File: src/rtl/axis_arb_pkg.sv
// Shared types and limits for the AXI4-Stream round-robin arbiter.
//   arb_state_t     : arbiter FSM state encoding
//   NUM_SRC_MIN/MAX : legal range for the number of merged sources
//   MAX_BURST_MAX   : largest per-grant beat cap
//   legal_data_wdth : true for the supported tdata widths
package axis_arb_pkg;

  typedef enum logic {
    IDLE = 1'b0,
    XFER = 1'b1
  } arb_state_t;

  localparam int unsigned NUM_SRC_MIN   = 2;
  localparam int unsigned NUM_SRC_MAX   = 16;
  localparam int unsigned MAX_BURST_MAX = 256;

  function automatic bit legal_data_wdth(input int unsigned w);
    return (w == 8) || (w == 16) || (w == 32) || (w == 64);
  endfunction

endpackage

File: src/rtl/rr_prio_pick.sv
// Combinational round-robin picker: returns the first asserted request
// scanning upward (with wrap) from the slot after 'last'.
//   req     : per-slot request vector
//   last    : index of the most recently served slot
//   any_req : at least one request is asserted
//   pick    : chosen slot index (0 when no request)
module rr_prio_pick #(
  parameter  int unsigned NUM_SRC = 4,
  localparam int unsigned IDX_W   = $clog2(NUM_SRC)
) (
  input  logic [NUM_SRC-1:0] req,
  input  logic [IDX_W-1:0]   last,
  output logic               any_req,
  output logic [IDX_W-1:0]   pick
);

  int unsigned cand;

  // Scan last+1 .. last+NUM_SRC; the first hit wins, so 'last' itself is lowest priority.
  always_comb begin
    any_req = 1'b0;
    pick    = '0;
    cand    = 0;
    for (int unsigned k = 1; k <= NUM_SRC; k++) begin
      cand = (32'(last) + k) % NUM_SRC;
      if (!any_req && req[IDX_W'(cand)]) begin
        any_req = 1'b1;
        pick    = IDX_W'(cand);
      end
    end
  end

endmodule

File: src/rtl/axis_rr_arb.sv
// Packet-aware round-robin merge of NUM_SRC AXI4-Stream sources onto one
// master stream. A grant lasts until the granted source completes a tlast
// beat or MAX_BURST beats have been accepted; one idle cycle separates grants.
//   clk, rst             : clock, asynchronous active-high reset
//   s_axis_tdata/tvalid/tlast/tready : packed per-source slave streams
//   m_axis_tdata/tvalid/tlast/tready : merged master stream (pass-through)
//   grant_id             : index of the granted source
//   grant_vld            : a grant is active (XFER state)
module axis_rr_arb
  import axis_arb_pkg::*;
#(
  parameter int unsigned NUM_SRC   = 4,
  parameter int unsigned DATA_WDTH = 8,
  parameter int unsigned MAX_BURST = 16
) (
  input  logic                           clk,
  input  logic                           rst,
  input  logic [NUM_SRC*DATA_WDTH-1:0]   s_axis_tdata,
  input  logic [NUM_SRC-1:0]             s_axis_tvalid,
  input  logic [NUM_SRC-1:0]             s_axis_tlast,
  output logic [NUM_SRC-1:0]             s_axis_tready,
  output logic [DATA_WDTH-1:0]           m_axis_tdata,
  output logic                           m_axis_tvalid,
  output logic                           m_axis_tlast,
  input  logic                           m_axis_tready,
  output logic [$clog2(NUM_SRC)-1:0]     grant_id,
  output logic                           grant_vld
);

  localparam int unsigned IDX_W = $clog2(NUM_SRC);
  localparam int unsigned CNT_W = $clog2(MAX_BURST + 1);

  // Elaboration-time parameter legality.
  if (NUM_SRC < NUM_SRC_MIN || NUM_SRC > NUM_SRC_MAX) begin : g_bad_num_src
    $fatal(1, "axis_rr_arb: NUM_SRC out of range");
  end
  if (!legal_data_wdth(DATA_WDTH)) begin : g_bad_data_wdth
    $fatal(1, "axis_rr_arb: DATA_WDTH must be 8, 16, 32 or 64");
  end
  if (MAX_BURST < 1 || MAX_BURST > MAX_BURST_MAX) begin : g_bad_max_burst
    $fatal(1, "axis_rr_arb: MAX_BURST out of range");
  end

  arb_state_t           state_q, state_d;
  logic [IDX_W-1:0]     last_grant_q, last_grant_d;
  logic [IDX_W-1:0]     grant_id_q, grant_id_d;
  logic [CNT_W-1:0]     beat_cnt_q, beat_cnt_d;
  logic [DATA_WDTH-1:0] src_data [NUM_SRC];
  logic                 any_req;
  logic [IDX_W-1:0]     pick;
  logic                 hs;
  logic                 at_cap;

  // Unpack the flat slave data bus into per-source words.
  always_comb begin
    for (int i = 0; i < NUM_SRC; i++) begin
      src_data[i] = s_axis_tdata[i*DATA_WDTH +: DATA_WDTH];
    end
  end

  rr_prio_pick #(
    .NUM_SRC (NUM_SRC)
  ) u_pick (
    .req     (s_axis_tvalid),
    .last    (last_grant_q),
    .any_req (any_req),
    .pick    (pick)
  );

  assign at_cap   = (beat_cnt_q == CNT_W'(MAX_BURST - 1));
  assign grant_id = grant_id_q;

  // State register; last_grant resets to the top slot so source 0 wins first.
  always_ff @(posedge clk or posedge rst) begin
    if (rst) begin
      state_q      <= IDLE;
      last_grant_q <= IDX_W'(NUM_SRC - 1);
      grant_id_q   <= '0;
      beat_cnt_q   <= '0;
    end else begin
      state_q      <= state_d;
      last_grant_q <= last_grant_d;
      grant_id_q   <= grant_id_d;
      beat_cnt_q   <= beat_cnt_d;
    end
  end

  // Next-state and pass-through mux driven from the registered grant.
  always_comb begin
    state_d       = state_q;
    last_grant_d  = last_grant_q;
    grant_id_d    = grant_id_q;
    beat_cnt_d    = beat_cnt_q;
    m_axis_tdata  = '0;
    m_axis_tvalid = 1'b0;
    m_axis_tlast  = 1'b0;
    s_axis_tready = '0;
    grant_vld     = 1'b0;
    hs            = 1'b0;

    case (state_q)
      IDLE: begin
        if (any_req) begin
          grant_id_d = pick;
          beat_cnt_d = '0;
          state_d    = XFER;
        end
      end
      XFER: begin
        grant_vld                 = 1'b1;
        m_axis_tdata              = src_data[grant_id_q];
        m_axis_tvalid             = s_axis_tvalid[grant_id_q];
        m_axis_tlast              = s_axis_tlast[grant_id_q];
        s_axis_tready[grant_id_q] = m_axis_tready;
        hs                        = s_axis_tvalid[grant_id_q] & m_axis_tready;
        if (hs) begin
          beat_cnt_d = beat_cnt_q + CNT_W'(1);
          // Release on end of packet or when the beat cap is hit.
          if (s_axis_tlast[grant_id_q] || at_cap) begin
            last_grant_d = grant_id_q;
            beat_cnt_d   = '0;
            state_d      = IDLE;
          end
        end
      end
      default: state_d = IDLE;
    endcase
  end

endmodule
File: config.mk
export PLATFORM = sky130hd
export DESIGN_NAME = axis_rr_arb
export DESIGN_NICKNAME = d
export VERILOG_FILES = /design/src/rtl/axis_arb_pkg.sv /design/src/rtl/rr_prio_pick.sv /design/src/rtl/axis_rr_arb.sv
export SDC_FILE = /design/constraint.sdc
export NUM_CORES = 1
export LEC_CHECK = 0
export ABC_AREA = 1
export CAP_MARGIN = 15
export CELL_PAD_IN_SITES_DETAIL_PLACEMENT = 2
export CELL_PAD_IN_SITES_GLOBAL_PLACEMENT = 2
export CORE_ASPECT_RATIO = 1.1
export CORE_MARGIN = 2
export CORE_UTILIZATION = 17
export CTS_CLUSTER_DIAMETER = 120
export DETAILED_ROUTE_END_ITERATION = 8
export PLACE_DENSITY_LB_ADDON = 0.1
export SLEW_MARGIN = 20
export SYNTH_ARGS = -nofsm -noshare
export SYNTH_HDL_FRONTEND = slang
export SYNTH_SLANG_ARGS = --single-unit
File: constraint.sdc
create_clock -name clk -period 1.6 [get_ports clk]
set_input_delay 0.32 -clock clk [delete_from_list [all_inputs] [get_ports clk]]
set_output_delay 0.32 -clock clk [all_outputs]
set_load 0.02 [all_outputs]
# Word level (Yosys, flattened, before mapping)

Index checks and enable logic that the tools add are counted.

Word-level logic and storage cells: 72
Output and inout bits: 17
Bits of input ports: 43
Bits in registers: 10

Bitwise logic cells: 4
Reduce and logical (&&, ||, !) cells: 11
$add $sub $neg: 5
$lt $le $gt $ge: 7
Equality and inequality tests: 3
Muxes and demuxes: 38

Operators by type and width:

| kind                | count |
|---|---|
| $mux 8              | 3 |
| $mux 1              | 17 |
| $bmux 8 s2          | 1 |
| $lt 2x3->1 const B  | 5 |
| $mux 5              | 3 |
| $bmux 1 s2          | 6 |
| $pmux 5 s2          | 1 |
| $mux 2              | 4 |
| $add 5x1->5 const B | 1 |
| $eq 5x4->1 const B  | 1 |
| $add 2x1->2 const B | 2 |
| $add 2x2->2 const B | 2 |
| $and 4x4->4         | 1 |
| $logic_and 1x1->1   | 4 |
| $mux 4              | 1 |
| $reduce_and 2->1    | 2 |
| $ge 3x3->1 const B  | 1 |
| $logic_not 1->1     | 3 |
| $not 2->3           | 1 |
| $reduce_and 3->1    | 1 |
| $demux 1 s2         | 1 |
| $ge 2x1->1 const B  | 1 |
| $ne 2x1->1 const B  | 1 |
| $ne 2x2->1 const B  | 1 |
| other kinds (4)     | 4 |

# Longest topological paths before layout

Depth in word-level cells: 15
Depth in mapped cells: 12
Gate-level depth less buffers: 11

# By module

From an unflattened synthesis, not the netlist that was laid out.

Cells, all modules: 178
Area, all modules: 1218.7 um2

Modules (own cells, without submodules):

| module       | area each (um2) | instances | cells each |
|---|---|---|---|
| axis_rr_arb  | 928.4           | 1         | 129 |
| rr_prio_pick | 290.3           | 1         | 49 |

# Least setup slack after synthesis

Ideal clock, no wire load.

Path kind: flip-flop to output port
Start: register grant_id_q[0] (netlist: grant_id[0])
End: output port m_axis_tlast
Data arrival time: 1.409 ns
Slack: -0.129 ns
Cell stages (with the launch flop): 7
Cells stage by stage: dfrtp_1 -> buf_6 -> nand2_1 -> inv_2 -> nand2_1 -> and3_1 -> nor2_1

Longest elaborated chain between the ends: 3

RTL lines:

| element                      | RTL line           | RTL |
|---|---|---|
| start: declaration           | axis_rr_arb.sv:46  | `logic [IDX_W-1:0] grant_id_q, grant_id_d;` |
| start signal: assignment     | axis_rr_arb.sv:83  | `grant_id_q <= grant_id_d;` |
| $bmux 1 s2                   | axis_rr_arb.sv:113 | `m_axis_tlast = s_axis_tlast[grant_id_q];` |
| $mux 1 (implied by the code) | axis_rr_arb.sv:113 |  |
| $mux 1                       | axis_rr_arb.sv:101 | `case (state_q)` |
| end: declaration             | axis_rr_arb.sv:24  | `output logic m_axis_tlast,` |

Every way passes these cells. The select of a mux whose other input is x is not followed.

# Worst setup path after layout

Start: register grant_id_q[0] (netlist: grant_id[0])
End: output port m_axis_tvalid

Longest elaborated chain between the ends: 3

RTL lines:

| element                      | RTL line           | RTL |
|---|---|---|
| $bmux 1 s2                   | axis_rr_arb.sv:112 | `m_axis_tvalid = s_axis_tvalid[grant_id_q];` |
| $mux 1 (implied by the code) | axis_rr_arb.sv:112 |  |
| $mux 1                       | axis_rr_arb.sv:101 |  |
| end: declaration             | axis_rr_arb.sv:23  | `output logic m_axis_tvalid,` |

Every way passes these cells. The select of a mux whose other input is x is not followed.

==> flow_summary.json <==
{
  "fin_util_pct": 39.7,
  "yosysTopAreaCellShare_pct": 23.9,
  "drt_wl_total_mm": 6.00,
  "n_antenna_cell": 0,
  "drt-met1-wl_mm": 2.42,
  "ys_warn_count": 0,
  "num-fill-cells": 765,
  "hold_viol_final": 0,
  "peakVddDrop_uv": 772,
  "nets": 344,
  "numCtsBuffers": 3,
  "rsz0062_at_grt": "true",
  "grt.total_usage_pct": 17.1,
  "drt-initial-drc-count": 17,
  "max_freq_ghz": 0.548,
  "yosys.area.top_type": "nand2_1",
  "cts_tree": "built",
  "drive_above_1_share_pct": 50.3,
  "antenna_found_initial": 0,
  "syn_nets": 223,
  "ys_types": 30,
  "core_area_um2": 6520,
  "overflow": 0,
  "ys_seq_elements": 10,
  "critPathKind": "reg2out",
  "antenna_left": 0,
  "port_buffers": 59,
  "status": "complete, but fails checks",
  "postCtsHoldBufs": 0,
  "slew_violations": 0,
  "top_layer_used": "met4",
  "routabilityCongestion": 0.725,
  "grt_pass1_vias": 1866,
  "grt_max_degree": 13,
  "clk_latency_ps": 240,
  "clockRootBuffer": "clkbuf_8",
  "avgSynthCellArea_um2": 6.36,
  "start_util_pct": 17.4,
  "io_pins": 60,
  "ys_top_cells_by_count": "72 x nand2_1, 14 x nand3_1, 11 x inv_1, 9 x nor2_1",
  "tightest_slew_ps": 413,
  "hold_ws_ps": 379,
  "drt-pass1-iter-count": 4,
  "cts.sinks": 10,
  "vias": 1673,
  "viasPerCell": 4.40,
  "setup_viol": 23,
  "ys_seq_area_share_pct": 22.3,
  "total_power_mw": 5.17,
  "power.density_nw_per_um2": 2000,
  "fin_crit_ps": 1820,
  "fp.dieW_um": 81.8,
  "die_y_um": 89.6,
  "critical_path.max_fanout": 7,
  "start_kind": "flip-flop",
  "violations": "negative setup slack",
  "yosysMostFrequentCell": "nand2_1",
  "clock_path_buffers": 2,
  "synthTopCellsByArea": "nand2_1 24%, dfrtp_1 18%, nand3_1 6.2%",
  "wl_met2_mm": 3.38,
  "h-tree-depth": 1,
  "period_share_pct": 114,
  "endpoint_kind": "output port",
  "synth_cells": 178,
  "routedWlPerCell_um": 15.8,
  "fin_ws_ps": -224,
  "finClkSkew_ps": 4.29,
  "drc": 0,
  "arrival_ps": 1500,
  "netlist_area_um2": 1130,
  "wl_met3_um": 126,
  "cts.clk_slew.worst_paths_ps": 50,
  "area_delta_synth_final_pct": 128,
  "worst-endpoint-required_ps": 1280,
  "synthArstFlopShare_pct": 100,
  "rows": 31,
  "slew_headroom_pct": 72.5,
  "die_area_um2": 7330,
  "leakagePower_nw": 1.21,
  "grt_pass1_wl_mm": 9.52,
  "synthFlopType": "dfrtp_1",
  "dp_hpwl_mm": 4.41,
  "hp-class": "in2async",
  "synth_edf_count": 0,
  "drv_cap": 0
}
## logic make-up (layout without fill, tap and decap cells)
| kind of cell | Yosys count | after routing | share of synthesized area, % |
|---|---|---|---|
| AOI/OAI and AO/OA | 24 | 24 | 13.8 |
| xor gates and xnor gates | 2 | 2 | 1.55 |
| adders and majority gates | 2 | 2 | 2.21 |
| buffers and inverters | 22 | 139 | 9.83 |
| DFF | 10 | 10 | 22.3 |
| and+or+nand+nor | 118 | 121 | 50.3 |
## metrics by stage
step                worst slack [ps]  cell area (µm²)  cells  TNS (ps)
finish                          -224             2580    380     -3110
global route                    -313             2580    380     -5550
CTS                             -262             2450    377     -4200
detailed placement              -569             2160    357     -9500
global placement                -552             2160    357     -9030
floorplan                      -46.1             1140    178      -381
## worst paths after layout
check,start,to,slack (ps),cells after the start
min in group clk,beat_cnt_q[4],beat_cnt_q[4],510,2
min,rst,grant_id[0],380,2
min reg2reg,beat_cnt_q[4],beat_cnt_q[4],510,2
max reg2reg,grant_id[0],beat_cnt_q[1],-150,12
max,grant_id[0],m_axis_tvalid,-220,8
max in group asynchronous,rst,last_grant_q[1],900,2
## routing by layer
layer / GRT usage [%] / vias to the layer above
li1: - / 829
met1: 20.4 / 816
met2: 33.2 / 21
met3: 2.30 / 7
met4: 2.12 / 0
met5: 0 / -
## worst max-delay path, cell delays in order (launching register included)
cell and delay [ps]:
dfrtp_1 420, buf_12 170, nor2_8 140, buf_12 120
nand2_2 40, nand2_2 60, nor2_2 50, nor2_1 100
buf_4 150
## placed cells by master, fill, tap and decap left out, types with 3 or more instances in the layout
cell             instances
dfrtp_1                  7
nand4_1                  3
nand3_1                  6
a21oi_1                  3
inv_2                    4
nand3_2                  7
nand2_1                 43
nor2_4                   5
buf_4                   55
nor2_1                   6
clkdlybuf4s50_1         40
nand2_4                 10
clkbuf_8                 4
nand2_2                 27
inv_4                    3
buf_12                   4
a22oi_1                  8
a31oi_1                  8
buf_6                   13
inv_1                   10
nor2_2                   3
dlygate4sd2_1            4
## power by group
part           leakage [nW]  switching, mW  total, mW  internal, mW
clock                0.0288          0.106      0.322         0.217
combinational          1.06           2.30       4.37          2.07
sequential            0.121          0.114      0.473         0.359
## layout make-up
cell class,instances,area (µm²),area share (%)
timing repair buffer,117,1080,42.0
tap,82,103,3.97
multi-input combinational,149,1000,38.9
sequential,10,254,9.83
clock buffer,4,55.1,2.13
inverter,18,82.6,3.20
## repair_timing
item                                    4_1_cts  5_1_grt
gates resized for setup                     129       33
endpoints found under the setup margin       27       25
gates cloned                                  3        0
setup buffers                                13        3
pin swaps                                    26       24
## registers in the layout, indices dropped and copies added (netlist names)
| name | count |
|---|---|
| beat_cnt_q | 5 |
| grant_id | 2 |
| last_grant_q | 2 |
| state_q | 1 |
Power figures use the tool's default switching activity.
